### config.mk
export PLATFORM = sky130hd
export DESIGN_NAME = imm_instr_sequencer
export DESIGN_NICKNAME = d
export VERILOG_FILES = /design/src/rtl/imm_instr_sequencer.sv
export SDC_FILE = /design/constraint.sdc
export NUM_CORES = 1
export LEC_CHECK = 0
export CORE_AREA = 2 2 60 62
export DETAILED_ROUTE_END_ITERATION = 16
export DIE_AREA = 0 0 62 64
export PLACE_DENSITY = 0.79
export SKIP_LAST_GASP = 1
export SLEW_MARGIN = 20
export SYNTH_ARGS = -nofsm -noshare
export SYNTH_HDL_FRONTEND = slang
export SYNTH_SLANG_ARGS = --single-unit
### constraint.sdc
create_clock -name clk -period 3.4 [get_ports clk]
set_clock_uncertainty 0.05 [all_clocks]
set_input_delay 0.51 -clock clk [delete_from_list [all_inputs] [get_ports clk]]
set_output_delay 0.51 -clock clk [all_outputs]
set_load 0.05 [all_outputs]
### src/rtl/imm_instr_sequencer.sv
// Fetch/decode/execute sequencer for immediate-class instructions (MVI_x, MVI_ADD_x).
// Optional single-step gating of instruction starts is enabled with `define SEQ_STEP_EN.
module imm_instr_sequencer #(
  parameter int                ADDR_W   = 8,
  parameter logic [ADDR_W-1:0] RESET_PC = '0
) (
  input  logic              clk,
  input  logic              rst,
  input  logic              run,
  output logic              mem_req,
  output logic [ADDR_W-1:0] mem_addr,
  input  logic              mem_ack,
  input  logic [7:0]        mem_rdata,
  output logic [7:0]        ir,
  input  logic [1:0]        dec_state_control,
  input  logic [3:0]        dec_dest_flag,
  input  logic [1:0]        dec_bank_sel,
  output logic [7:0]        imm,
  output logic [1:0]        bank_out_sel,
  output logic              add_en,
  output logic [3:0]        reg_we,
  output logic              other_start,
  input  logic              other_done,
`ifdef SEQ_STEP_EN
  input  logic              step,
`endif
  output logic              busy
);

  localparam logic [1:0] SC_MVI     = 2'b01;
  localparam logic [1:0] SC_MVI_ADD = 2'b10;

  typedef enum logic [2:0] {
    IDLE,
    FETCH_OP,
    DECODE,
    FETCH_IMM,
    WRITE,
    DISPATCH
  } state_t;

  state_t            state;
  state_t            state_nxt;
  logic [ADDR_W-1:0] pc;
  logic [3:0]        dest;
  logic              go;
  logic              cont;

  function automatic logic [3:0] onehot(input logic [1:0] sel);
    return 4'b0001 << sel;
  endfunction

  // In step mode every instruction starts on a step pulse and ends in IDLE.
`ifdef SEQ_STEP_EN
  assign go   = run && step;
  assign cont = 1'b0;
`else
  assign go   = run;
  assign cont = run;
`endif

  assign mem_addr = pc;
  assign busy     = (state != IDLE);

  always_ff @(posedge clk or posedge rst) begin
    if (rst) state <= IDLE;
    else     state <= state_nxt;
  end

  always_comb begin
    state_nxt   = state;
    mem_req     = 1'b0;
    reg_we      = 4'b0000;
    other_start = 1'b0;
    case (state)
      IDLE: begin
        if (go) state_nxt = FETCH_OP;
      end
      FETCH_OP: begin
        mem_req = 1'b1;
        if (mem_ack) state_nxt = DECODE;
      end
      DECODE: begin
        if (dec_state_control == SC_MVI || dec_state_control == SC_MVI_ADD) begin
          state_nxt = FETCH_IMM;
        end else begin
          other_start = 1'b1;
          state_nxt   = DISPATCH;
        end
      end
      FETCH_IMM: begin
        mem_req = 1'b1;
        if (mem_ack) state_nxt = WRITE;
      end
      WRITE: begin
        reg_we    = dest;
        state_nxt = cont ? FETCH_OP : IDLE;
      end
      DISPATCH: begin
        if (other_done) state_nxt = cont ? FETCH_OP : IDLE;
      end
      default: state_nxt = IDLE;
    endcase
  end

  // PC is left untouched outside the two fetch states; the general executor owns it in DISPATCH.
  always_ff @(posedge clk or posedge rst) begin
    if (rst) begin
      pc           <= RESET_PC;
      ir           <= 8'h00;
      imm          <= 8'h00;
      dest         <= 4'b0000;
      bank_out_sel <= 2'b00;
      add_en       <= 1'b0;
    end else begin
      case (state)
        FETCH_OP: begin
          if (mem_ack) begin
            ir <= mem_rdata;
            pc <= pc + ADDR_W'(1);
          end
        end
        DECODE: begin
          if (dec_state_control == SC_MVI) begin
            dest   <= dec_dest_flag;
            add_en <= 1'b0;
          end else if (dec_state_control == SC_MVI_ADD) begin
            bank_out_sel <= dec_bank_sel;
            dest         <= onehot(dec_bank_sel);
            add_en       <= 1'b1;
          end
        end
        FETCH_IMM: begin
          if (mem_ack) begin
            imm <= mem_rdata;
            pc  <= pc + ADDR_W'(1);
          end
        end
        default: ;
      endcase
    end
  end

endmodule

==> Yosys cells after proc, flatten, opt, wreduce, memory -nomap -nowiden <==
Index checks and enable logic that the tools add are counted.
{ "classes": {"add_sub_neg": 1, "multipliers": 0, "n_div": 0, "magnitude_cmp": 0, "eq_ne": 11, "shifts": 1, "muxes": 15, "n_bitwise": 1, "n_reduce_logical": 11} }
{ "ops": {"columns": ["operator", "n"], "rows": [
  ["3-bit one-hot mux with 6 select lines", 1],
  ["3-bit 2-to-1 mux", 5],
  ["4-bit 2-to-1 mux", 3],
  ["8-bit by 1-bit adder with 8-bit output, second input constant", 1],
  ["2-bit != test, second input constant", 4],
  ["2-bit AND reduction", 4],
  ["3-bit by 2-bit == test with 1-bit output, second input constant", 2],
  ["3-bit == test, second input constant", 2],
  ["1-bit 2-to-1 mux", 6],
  ["4-bit AND reduction", 1],
  ["1-bit by 2-bit << shifter with 4-bit output, first input constant", 1],
  ["3-bit by 1-bit == test with 1-bit output, second input constant", 1],
  ["3-bit zero test", 1],
  ["3-bit AND reduction", 1],
  ["3-bit nonzero test", 1],
  ["2-bit by 1-bit == test with 1-bit output, second input constant", 1],
  ["2-bit == test, second input constant", 1],
  ["2-bit nonzero test", 1],
  ["2-bit OR reduction", 1],
  ["1-bit logical OR", 1],
  ["1-bit NOT", 1]
]} }
{ "totals": {"ff_bits": 34, "latch_bits": 0, "ram_bits": 0, "rom_bits": 0, "in_bits": 21, "out_inout_bits": 34, "word_cells": 47, "memories": 0} }

==> Logic depth before layout (Yosys ltp) <==
{ "logic_depth": {"ltp_word": 4, "depth_mapped": 6, "depth_no_buf": 5} }

==> Least setup slack after synthesis <==
Ideal clock, no wire load.
{ "synth_timing": {"kind": "flip-flop to output port", "start": "register state[2]", "end": "output port mem_req", "t_arrival_ns": 1.315, "required_ns": 2.840, "path_slack_ns": 1.525, "stages_incl_launch_ff": 3, "n_path_buf": 1, "cell_sequence": "dfrtp_1 > clkbuf_1 > nor2b_1"} }
{ "synth_via": {"elab_chain_len": 3, "word_cells_on_any_way": 4, "classes_between": "eq/ne (2); mux (1); reduce/logical (1)"} }
{ "synth_lines": {"columns": ["item", "line", "text"], "rows": [
  ["start, declared", "42", "state_t state;"],
  ["start signal, assigned", "67", "else state <= state_nxt;"],
  ["3-bit by 2-bit == test with 1-bit output or 3-bit by 1-bit == test with 1-bit output (tied branches)", "75", "case (state)"],
  ["2-bit OR reduction (no line) (*)", null, null],
  ["1-bit 2-to-1 mux (*)", "75", null],
  ["end, declared", "10", "output logic mem_req,"]
]} }
Every way passes the cells marked *; elsewhere a longest branch is shown, timed or not.

==> Final worst setup path <==
{ "layout_timing": {"start": "input port dec_state_control[0]", "end": "output port other_start"} }
{ "layout_via": {"elab_chain_len": 4, "word_cells_on_any_way": 5, "classes_between": "eq/ne (2); mux (2); reduce/logical (1)"} }
{ "layout_lines": {"columns": ["item", "line", "text"], "rows": [
  ["start, declared", "15", "input logic [1:0] dec_state_control,"],
  ["2-bit by 1-bit == test with 1-bit output or 2-bit == test (tied branches)", "84", "if (dec_state_control == SC_MVI || dec_state_control == SC_MVI_ADD) begin"],
  ["1-bit logical OR (*)", "84", null],
  ["1-bit 2-to-1 mux (*)", "84", null],
  ["1-bit 2-to-1 mux (*)", "75", null],
  ["end, declared", "22", "output logic other_start,"]
]} }
Marks and branches as above.

==> summary.txt <==
Status: completed
# diodes: 0
Kind of critical path: input pin to primary output
Layout cells sized above 1: 0.1630
EDFF count, synth: 0
CTS tree: done
Cells after DPL: 222
Num CTS Buffers: 5
Yosys warns: 0
Minimum clock period: 2.873 ns
Area contributors post-synth: dfrtp_1 (55%), mux2_2 (13%), ha_1 (2.4%), nand2_1 (2.4%), xnor2_1 (2.3%)
Syn-to-layout area delta: 42.35%
Max Cap Viol: 0
R2R depth: 3
Tcrit/Tclk final: 0.8451
CP endpoint kind: primary output
DR pass1 iterations: 4
Final WL: 3191 um
Non-filler instance count after layout: 230
Number of placement rows: 21
Vias post-DR: 1166
Fraction of registers with async set/reset: 1.000
Relative slew margins: 0.6533
Clock Sink Count: 34
Gpl congestion: 0.7778
Worst r2r src: state[2]$_DFFE_PP0P_
Commonest cells after routing, fill and taps aside: clkdlybuf4s50_1 (54), dfrtp_1 (34), mux2_2 (18), nand2_1 (10)
Via/cell ratio: 5.070
Most used flip-flop cell after synthesis: dfrtp_1
ANT nets after route: 0
Crit path DAT: 2.31 ns
WHS Path Cells: 1
CTS Root Buffer Type: clkbuf_4
Cell accounting for the most synthesized area: dfrtp_1
RSZ-0062 raised after global routing: false
FF+latch count, synth: 34
Post-CTS Setup Bufs: 0
Leak Pwr: 0.0009682 uW
Final setup vio count: 0
Clk_lat worst skew: 0.33 ns
Initial DRC Count: 53
Setup crit start kind: input pin
Initial antenna violation count: 0
Hold Violations, Final: 0
Avg Synthesized Cell Area: 12.43 um^2
Synth Cell Area: 1554 um^2
Initial Util: 0.4731
Mapped Cells: 125
IO Pins: 55
Top cell type's share of synthesized area: 0.5475
GRT overflow: 0
Core ar.: 3284 um^2
FILL cells: 254
Final hold slack: 0.4392 ns
Max Buffers Root-to-Sink: 2
Commonest non-fill, non-tap cell in the layout: clkdlybuf4s50_1
CTS H-tree lvls: 2
Worst VDD drop: 419.2 uV
Die X: 62 um
Post-cts repair resize count: 0
PD cells: 1075 nW/um^2
Hold crit path type: flop to flop
Die Y: 64 um
Placed Area: 2137 um^2
Slew Viols, Final: 0
Post-synth cell types: 35
IO buf count: 54
Flop2flop setup slack: 1.78 ns
Worst R2R End: ir[2]$_DFFE_PP0P_
Peak fanout along the critical path: 3
Die Area: 3968 um^2
Worst slew pin tran: 0.5184 ns
Net Count, Synth: 149
GRT Util Overall: 0.1785
Final #Nets: 207
Max Clk Rate: 0.3480 GHz
Hold worst-path end: mem_addr[7]$_DFFE_PP0P_
First-pass GRT wire length: 5154 um
Number of global-route vias before repair: 1148
Post-DR wirelength/cell: 13.87 um
Design Area, Final: 2212 um^2
Hold Path Origin: mem_addr[7]$_DFFE_PP0P_
Crit path required time: 2.84 ns
DP HPWL: 2361 um
Sequential share of the synthesized area: 0.5475
Cts hold-fix bufs: 0
Largest net degree at the start of global routing: 35
DRC: 0
Setup TNS: 0 ns
Worst-path clk slew: 0.10 ns
logic make-up after synthesis:
kind of cell / count (synthesis) / synth area share
simple gates: 41 / 0.1771
flops: 34 / 0.5475
mux: 20 / 0.1433
compound gates: 11 / 0.04187
buf+inv: 9 / 0.02656
xor+xnor: 7 / 0.03945
fa+ha+maj: 3 / 0.02416
Yosys cell counts (2+ instances only):
master	count
nor3b_1	2
nand3b_1	2
inv_1	5
nand4_1	2
mux2i_1	2
a21oi_1	6
xor2_1	3
and3_1	4
buf_4	2
mux2_2	18
dfrtp_1	34
nor2_1	6
nand2_1	10
nor3_1	3
ha_1	3
xnor2_1	4
flip-flops by register name, summed over array words and instances (netlist names):
signal	cells
imm	8
ir	8
mem_addr	8
dest	4
state	3
bank_out_sel	2
add_en	1
per-stage QoR:
stage	worst slack (ns)	util	power [uW]
6_report	0.5265	0.6735	2378
5_1_grt	0.4756	0.6735	2507
2_1_floorplan	1.525	-	1674
4_1_cts	0.5106	0.6735	2399
3_5_place_dp	0.5124	0.6507	2111
3_3_place_gp	0.5494	0.6507	2079
power by group:
part | switching, uW | leakage, uW | total [uW] | internal [uW]
clock network | 126 | 0.0000395 | 282 | 156
logic | 826 | 0.000517 | 1330 | 508
registers | 171 | 0.000412 | 760 | 589
how the worst max path moves through the flow:
| stage | from | end | slack [ns] | cells after the start |
|---|---|---|---|---|
| detailed placement | dec_state_control[0] | other_start | 0.51 | 5 |
| global route | dec_state_control[0] | other_start | 0.48 | 5 |
| floorplan | state[2]$_DFFE_PP0P_ | mem_req | 1.53 | 2 |
| finish | dec_state_control[0] | other_start | 0.53 | 5 |
| CTS | dec_state_control[0] | other_start | 0.51 | 5 |
| global placement | dec_state_control[0] | other_start | 0.55 | 5 |
layout make-up:
class | instances | area (um^2) | share of cell area
Multi-Input combinational cell | 82 | 661.9 | 0.2992
Clock buffer | 7 | 45.04 | 0.02036
Clock inverter | 1 | 30.03 | 0.01357
Timing Repair Buffer | 55 | 548.0 | 0.2477
Tap cell | 46 | 57.56 | 0.02602
Sequential cell | 34 | 850.8 | 0.3846
Inverter | 5 | 18.77 | 0.008484
layer usage:
metal | part of all wire | track usage | up-vias
li1 | - | - | 554
met5 | 0 | 0 | -
met2 | 0.52 | 0.2773 | 47
met1 | 0.41 | 0.2213 | 561
met4 | 0.0072 | 0.06117 | 0
met3 | 0.070 | 0.07085 | 4
critical path, stage by stage:
cell	delay, ns
clkdlybuf4s50_1	0.48
inv_1	0.05
ha_1	0.34
and2_1	0.14
clkdlybuf4s50_1	0.79
No activity file was read; power rests on OpenSTA's default activity.
